`config.mk`:
```
export PLATFORM = sky130hd
export DESIGN_NAME = instr_sequencer
export DESIGN_NICKNAME = d
export VERILOG_FILES = /design/src/rtl/isa_pkg.sv /design/src/rtl/onehot_dec.sv /design/src/rtl/instr_sequencer.sv
export SDC_FILE = /design/constraint.sdc
export NUM_CORES = 1
export LEC_CHECK = 0
export BUFFER_PORTS_ARGS = -buffer_cell sky130_fd_sc_hd__buf_2
export CAP_MARGIN = 10
export CORE_MARGIN = 2
export CORE_UTILIZATION = 49
export DETAILED_ROUTE_END_ITERATION = 6
export GPL_ROUTABILITY_DRIVEN = 0
export PLACE_DENSITY = 0.92
export SLEW_MARGIN = 25
export SYNTH_ARGS = -nofsm -noshare
export SYNTH_HDL_FRONTEND = slang
export SYNTH_HIERARCHICAL = 1
export SYNTH_SLANG_ARGS = --single-unit
```
`constraint.sdc`:
```
create_clock -name clk -period 4.1 [get_ports clk]
set_input_delay 0 -clock clk [delete_from_list [all_inputs] [get_ports clk]]
set_output_delay 0 -clock clk [all_outputs]
set_load 0.01 [all_outputs]
```
`src/rtl/isa_pkg.sv`:
```
// ISA constants shared by the sequencer: opcodes, instruction field positions, FSM states.
package isa_pkg;

    localparam int DATA_W = 16;

    // Instruction field bit positions: op=[15:12], rx=[11:9], ry=[8:6]
    localparam int OP_HI = 15;
    localparam int OP_LO = 12;
    localparam int RX_HI = 11;
    localparam int RX_LO = 9;
    localparam int RY_HI = 8;
    localparam int RY_LO = 6;
    localparam int FIELD_W = RX_HI - RX_LO + 1;

    localparam logic [3:0] OP_NOP  = 4'h0;
    localparam logic [3:0] OP_MV   = 4'h1;
    localparam logic [3:0] OP_MVI  = 4'h2;
    localparam logic [3:0] OP_ADD  = 4'h3;
    localparam logic [3:0] OP_SUB  = 4'h4;
    localparam logic [3:0] OP_XOR  = 4'h5;
    localparam logic [3:0] OP_JMP  = 4'h6;
    localparam logic [3:0] OP_PUSH = 4'h7;
    localparam logic [3:0] OP_POP  = 4'h8;
    localparam logic [3:0] OP_HALT = 4'hF;

    typedef enum logic [3:0] {
        S_FETCH0,
        S_FETCH1,
        S_DECODE,
        S_E1,
        S_E2,
        S_E3,
        S_E4,
        S_E5,
        S_HALT
    } state_t;

    // ADD/SUB/XOR share one three-step execute sequence
    function automatic logic is_alu(input logic [3:0] op);
        return (op == OP_ADD) || (op == OP_SUB) || (op == OP_XOR);
    endfunction

endpackage

```
`src/rtl/onehot_dec.sv`:
```
// Binary-to-one-hot decoder with enable; all outputs low when disabled.
module onehot_dec #(
    parameter int N     = 8,
    parameter int SEL_W = 3
) (
    input  logic             en,
    input  logic [SEL_W-1:0] sel,
    output logic [N-1:0]     onehot
);

    genvar gi;
    generate
        for (gi = 0; gi < N; gi++) begin : g_bit
            // Each output compares the select against its own index
            assign onehot[gi] = en && (sel == SEL_W'(gi));
        end
    endgenerate

endmodule

```
`src/rtl/instr_sequencer.sv`:
```
// Microsequencer for the single-bus CPU: fetch, decode and execute sequencing
// with all bus-drive and load strobes decoded from the current state (Moore).
module instr_sequencer
    import isa_pkg::*;
#(
    parameter int DATA_W    = isa_pkg::DATA_W,
    parameter int NREG      = 8,
    parameter int STACK_REG = 7
) (
    input  logic              clk,
    input  logic              rst,
    input  logic              run,
    input  logic [DATA_W-1:0] instr,
    output logic [NREG-1:0]   rin,
    output logic [NREG-1:0]   rout,
    output logic              gin,
    output logic              gout,
    output logic              a_in,
    output logic              addsub,
    output logic              xorctrl,
    output logic              pcin,
    output logic              pc_inc,
    output logic              pcout,
    output logic              ram_out,
    output logic              wren,
    output logic              stack_sel,
    output logic              instr_ctrl,
    output logic              ctrl_out,
    output logic [DATA_W-1:0] cu_out,
    output logic              new_instr,
    output logic              halted
);

    localparam logic [FIELD_W-1:0] SP_IDX = FIELD_W'(STACK_REG);

    state_t state_reg, state_next;

    logic [3:0]         op;
    logic [FIELD_W-1:0] rx, ry;
    logic               rin_en, rout_en;
    logic [FIELD_W-1:0] rin_sel, rout_sel;

    assign op = instr[OP_HI:OP_LO];
    assign rx = instr[RX_HI:RX_LO];
    assign ry = instr[RY_HI:RY_LO];

    // State register; reset returns to FETCH0 from anywhere
    always_ff @(posedge clk or posedge rst) begin
        if (rst) state_reg <= S_FETCH0;
        else     state_reg <= state_next;
    end

    // Next-state and strobe decode from state and IR opcode
    always_comb begin
        state_next = state_reg;
        rin_en     = 1'b0;
        rin_sel    = '0;
        rout_en    = 1'b0;
        rout_sel   = '0;
        gin        = 1'b0;
        gout       = 1'b0;
        a_in       = 1'b0;
        addsub     = 1'b0;
        xorctrl    = 1'b0;
        pcin       = 1'b0;
        pc_inc     = 1'b0;
        pcout      = 1'b0;
        ram_out    = 1'b0;
        wren       = 1'b0;
        stack_sel  = 1'b0;
        instr_ctrl = 1'b0;
        ctrl_out   = 1'b0;
        cu_out     = '0;
        new_instr  = 1'b0;
        halted     = 1'b0;
        case (state_reg)
            S_FETCH0: begin
                // RAM address is PC; read data is valid next cycle
                if (run) state_next = S_FETCH1;
            end
            S_FETCH1: begin
                ram_out    = 1'b1;
                instr_ctrl = 1'b1;
                pc_inc     = 1'b1;
                state_next = S_DECODE;
            end
            S_DECODE: begin
                new_instr = 1'b1;
                if (op == OP_HALT)
                    state_next = S_HALT;
                else if ((op >= OP_MV) && (op <= OP_POP))
                    state_next = S_E1;
                else
                    state_next = S_FETCH0;
            end
            S_E1: begin
                state_next = S_E2;
                if (op == OP_MV) begin
                    rout_en = 1'b1; rout_sel = ry;
                    rin_en  = 1'b1; rin_sel  = rx;
                    state_next = S_FETCH0;
                end else if (is_alu(op)) begin
                    rout_en = 1'b1; rout_sel = rx;
                    a_in    = 1'b1;
                end else if (op == OP_JMP) begin
                    rout_en = 1'b1; rout_sel = rx;
                    pcin    = 1'b1;
                    state_next = S_FETCH0;
                end else if (op == OP_PUSH) begin
                    rout_en = 1'b1; rout_sel = SP_IDX;
                    a_in    = 1'b1;
                end else if (op == OP_POP) begin
                    stack_sel = 1'b1;
                end
                // MVI: address stays on PC while the immediate is read
            end
            S_E2: begin
                state_next = S_E3;
                if (op == OP_MVI) begin
                    ram_out = 1'b1;
                    rin_en  = 1'b1; rin_sel = rx;
                    pc_inc  = 1'b1;
                    state_next = S_FETCH0;
                end else if (is_alu(op)) begin
                    rout_en = 1'b1; rout_sel = ry;
                    gin     = 1'b1;
                    addsub  = (op == OP_SUB);
                    xorctrl = (op == OP_XOR);
                end else if (op == OP_PUSH) begin
                    ctrl_out = 1'b1;
                    cu_out   = DATA_W'(1);
                    gin      = 1'b1;
                    addsub   = 1'b1;
                end else begin
                    stack_sel = 1'b1;
                    ram_out   = 1'b1;
                    rin_en    = 1'b1; rin_sel = rx;
                end
            end
            S_E3: begin
                state_next = S_E4;
                if (is_alu(op)) begin
                    gout   = 1'b1;
                    rin_en = 1'b1; rin_sel = rx;
                    state_next = S_FETCH0;
                end else if (op == OP_PUSH) begin
                    gout   = 1'b1;
                    rin_en = 1'b1; rin_sel = SP_IDX;
                end else begin
                    rout_en = 1'b1; rout_sel = SP_IDX;
                    a_in    = 1'b1;
                end
            end
            S_E4: begin
                if (op == OP_PUSH) begin
                    stack_sel = 1'b1;
                    rout_en   = 1'b1; rout_sel = rx;
                    wren      = 1'b1;
                    state_next = S_FETCH0;
                end else begin
                    ctrl_out = 1'b1;
                    cu_out   = DATA_W'(1);
                    gin      = 1'b1;
                    state_next = S_E5;
                end
            end
            S_E5: begin
                gout   = 1'b1;
                rin_en = 1'b1; rin_sel = SP_IDX;
                state_next = S_FETCH0;
            end
            S_HALT: begin
                halted = 1'b1;
            end
            default: state_next = S_FETCH0;
        endcase
    end

    onehot_dec #(.N(NREG), .SEL_W(FIELD_W)) u_rin_dec (
        .en     (rin_en),
        .sel    (rin_sel),
        .onehot (rin)
    );

    onehot_dec #(.N(NREG), .SEL_W(FIELD_W)) u_rout_dec (
        .en     (rout_en),
        .sel    (rout_sel),
        .onehot (rout)
    );

    // Bus-safety invariants
    a_one_driver: assert property (@(posedge clk) disable iff (rst)
        $onehot0({|rout, $onehot0(rout) ? 1'b0 : 1'b1, gout, pcout, ram_out, ctrl_out}) && $onehot0(rout));
    a_rin_onehot: assert property (@(posedge clk) disable iff (rst) $onehot0(rin));
    a_wren_stack: assert property (@(posedge clk) disable iff (rst) wren |-> stack_sel);
    a_cu_out:     assert property (@(posedge clk) disable iff (rst) (cu_out != '0) |-> ctrl_out);

endmodule
```
==> run_results.csv <==
group,metric,value,unit
die,die_y,54,µm
power_and_ir_drop,p_switching,0.291,mW
layout,design_area,0.00138,mm²
placed_design,placed_cells,216,
routing,drt-vias-per-instance,5.90,
die,core-area,0.00243,mm²
global_route,grt_max_degree,21,
placed_design,dpl_worst_slack,1600,ps
clock_network,insertion_delay,240,ps
global_route,antenna_found_initial,0,
critical_path,cp_cell_sequence,"or4b_1, o211ai_2, o21a_1, and4b_2, buf_2",
critical_path,crit_slowest_cell,"or4b_1",
global_route,gr-total-overflow,0,
layout,multi_input_area,985,µm²
synth,synth_edf_count,0,
sta,setup_slack,1290,ps
routing,met2_length,1430,µm
layout,instances_no_fill,220,
routing,wl_met3,158,µm
layout,area_growth,12.8,%
die,start_util,50.4,%
synth,yosysWarnings,6,
critical_path,timing.critical_path.slowest_cell_delay,820,ps
placed_design,placedInstanceArea,0.00135,mm²
power_and_ir_drop,sequentialPowerShare,20.5,%
outcome,status,"completed",
layout,postLayoutCoreUtil,56.8,%
sta,period_share,68.6,%
layout,largest_reg_flops,4,
clock_network,cts.path.max_buffers,2,
placed_design,place.port_buffers,43,
synth,netlist_top_cells_count,"buf_4 (17), nand2_1 (12), nor2_1 (9), a21oi_1 (7), and4bb_2 (7)",
critical_path,critPathCaptureType,"primary output",
critical_path,cp_num_buf_inv,1,
critical_path,worst_setup_path_start_kind,"flop",
routing,antenna_left,0,
critical_path,path_delay_family,"simple AND/OR/NAND/NOR gates",
layout,nFillCells,242,
synth,synth-seq-cells,4,
critical_path,required,4100,ps
synth,synth_cell_type_count,53,
power_and_ir_drop,ir_drop,0.000223,V
sta,worst_pin_slew,577,ps
sta,maxSlewViolCount,0,
synth,syn_inst,157,
power_and_ir_drop,leakage,0.693,nW
clock_network,cts-buffers-inserted,3,
synth,ys_seq_area_share,8.17,%
synth,ys.flop_type,"dfrtp_1",
clock_network,cts.sinks,4,
critical_path,cp_max_fo,20,
sta,fin_crit,2810,ps
global_route,grt_pass1_vias,1091,
sta,setup_viol_count_final,0,
layout,finish.net_count,211,
placed_design,dp_hpwl,2180,µm
synth,syn_area_per_cell,7.80,µm²
power_and_ir_drop,p_int,0.270,mW
sta,holdWs,37.0,ps
routing,routedWlPerCell,13.2,µm
clock_network,clockRootBuffer,"clkbuf_4",
global_route,grt_pass1_wl,4750,µm
die,die_x,54,µm
sta,setup-tns-final,0,ps
layout,final-seq-area,100,µm²
routing,wl_met1,1300,µm
critical_path,setup.worst_path.class,"reg -> out",
layout,n_antenna_cell,0,
routing,wirelength,2910,µm
routing,drc_errors,0,
synth,synth_top_area_share,10.4,%
min_path,min_path_type,"in -> reg",
global_route,globalRouteTotalUtil,21.2,%
sta,finalHoldViolations,0,
flow_run,max_cap_viol_count,0,
routing,num_vias,1297,
die,core.rowCount,18,
power_and_ir_drop,pwr-share-clk,8.7,%
power_and_ir_drop,power.total,0.561,mW
clock_network,htree_levels,1,
power_and_ir_drop,p_per_area,406,mW/mm²
die,die-area,0.00292,mm²
synth,yosys.cell_count.top_type,"buf_4",
die,ioPinCount,66,
critical_path,cp.arrival,2810,ps
clock_network,post_cts_resize_count,0,
routing,drtPass1Iterations,4,
synth,async_flop_share,100,%
sta,rsz0062_at_grt,"false",
sta,fmax,356,MHz
sta,clock_skew,2.71,ps
clock_network,clk_pin_slew,40,ps
synth,yosysTopAreaCell,"buf_4",
routing,drt-initial-drc-count,10,
sta,relSlewSlack,61.6,%
power_and_ir_drop,combPwrFrac,70.7,%
synth,netlist_area,0.00122,mm²
layout,drive_above_1_share,35.8,%
synth,yosys-top-cells-area,"buf_4 (10%), dfrtp_1 (8.2%), and4bb_2 (7.2%)",
power_and_ir_drop,netSwitchingFraction,51.9,%
clock_network,cts_tree,"yes",
routing,top_layer,"met4",
-- cells in the final DEF (no fill, tap or decap), types with 4 or more instances in the layout --
cell,count
o21ai_0,5
a21oi_1,7
and3_1,4
o211ai_1,4
nand2b_1,4
nor2_1,9
nor2b_1,4
nand2_1,12
dfrtp_1,4
o21a_1,5
and4b_2,6
conb_1,16
nor3_1,5
buf_2,43
and4bb_2,7
-- final cells by class --
cell class	instances	area share, %
Tap cell	30	2.72
Timing Repair Buffer	44	16.3
Clock buffer	3	1.63
Inverter	3	0.815
Multi-Input combinational cell	136	71.3
Sequential cell	4	7.25
-- cells by family after synthesis --
kind of cell	count (synthesis)	synth area share, %
AO/OA/AOI/OAI	40	26.4
XOR/XNOR	1	0.715
buffers and inverters	32	16.0
flip-flops	4	8.17
multiplexers	2	1.74
other	1	0.306
AND/OR/NAND/NOR	77	46.7
-- power groups by stage --
stage / registers [mW] / logic [mW] / clock network, mW
2_1_floorplan: 0.0683 / 0.362 / 0
3_3_place_gp: 0.113 / 0.382 / 0
3_5_place_dp: 0.115 / 0.394 / 0
4_1_cts: 0.115 / 0.396 / 0.0504
5_1_grt: 0.124 / 0.441 / 0.0560
6_report: 0.115 / 0.397 / 0.0490
-- worst register-to-register path: cells and delay by family, from the launching register on --
| family | cells | cell delay [ps] |
|---|---|---|
| and+or+nand+nor | 2 | 720 |
| DFF | 1 | 580 |
| AOI/OAI and AO/OA | 2 | 430 |
-- worst paths after layout --
check                                  start            to  slack (ps)  cells after the start
worst max-delay path            state_reg[1]        rin[3]        1290                      5
worst min-delay path                     run  state_reg[0]          40                      3
worst max register to register  state_reg[1]  state_reg[2]        2250                      4
worst min register to register  state_reg[3]  state_reg[0]         790                      3
max in group asynchronous                rst  state_reg[1]        3780                      3
min in group asynchronous                rst  state_reg[3]         180                      3
-- layer usage --
layer  global-route usage [%]  up-vias
met5                        0        -
met2                     38.6       45
li1                         -      640
met1                     26.2      608
met4                     5.00        0
met3                     2.50        4
-- repair_timing --
action / in CTS / in global routing
endpoints found under the hold margin: 4 / 0
setup buffers: 0 / 0
hold buffers: 1 / 0
setup endpoints to repair: 0 / 0
(Power assumes the default switching activity.)
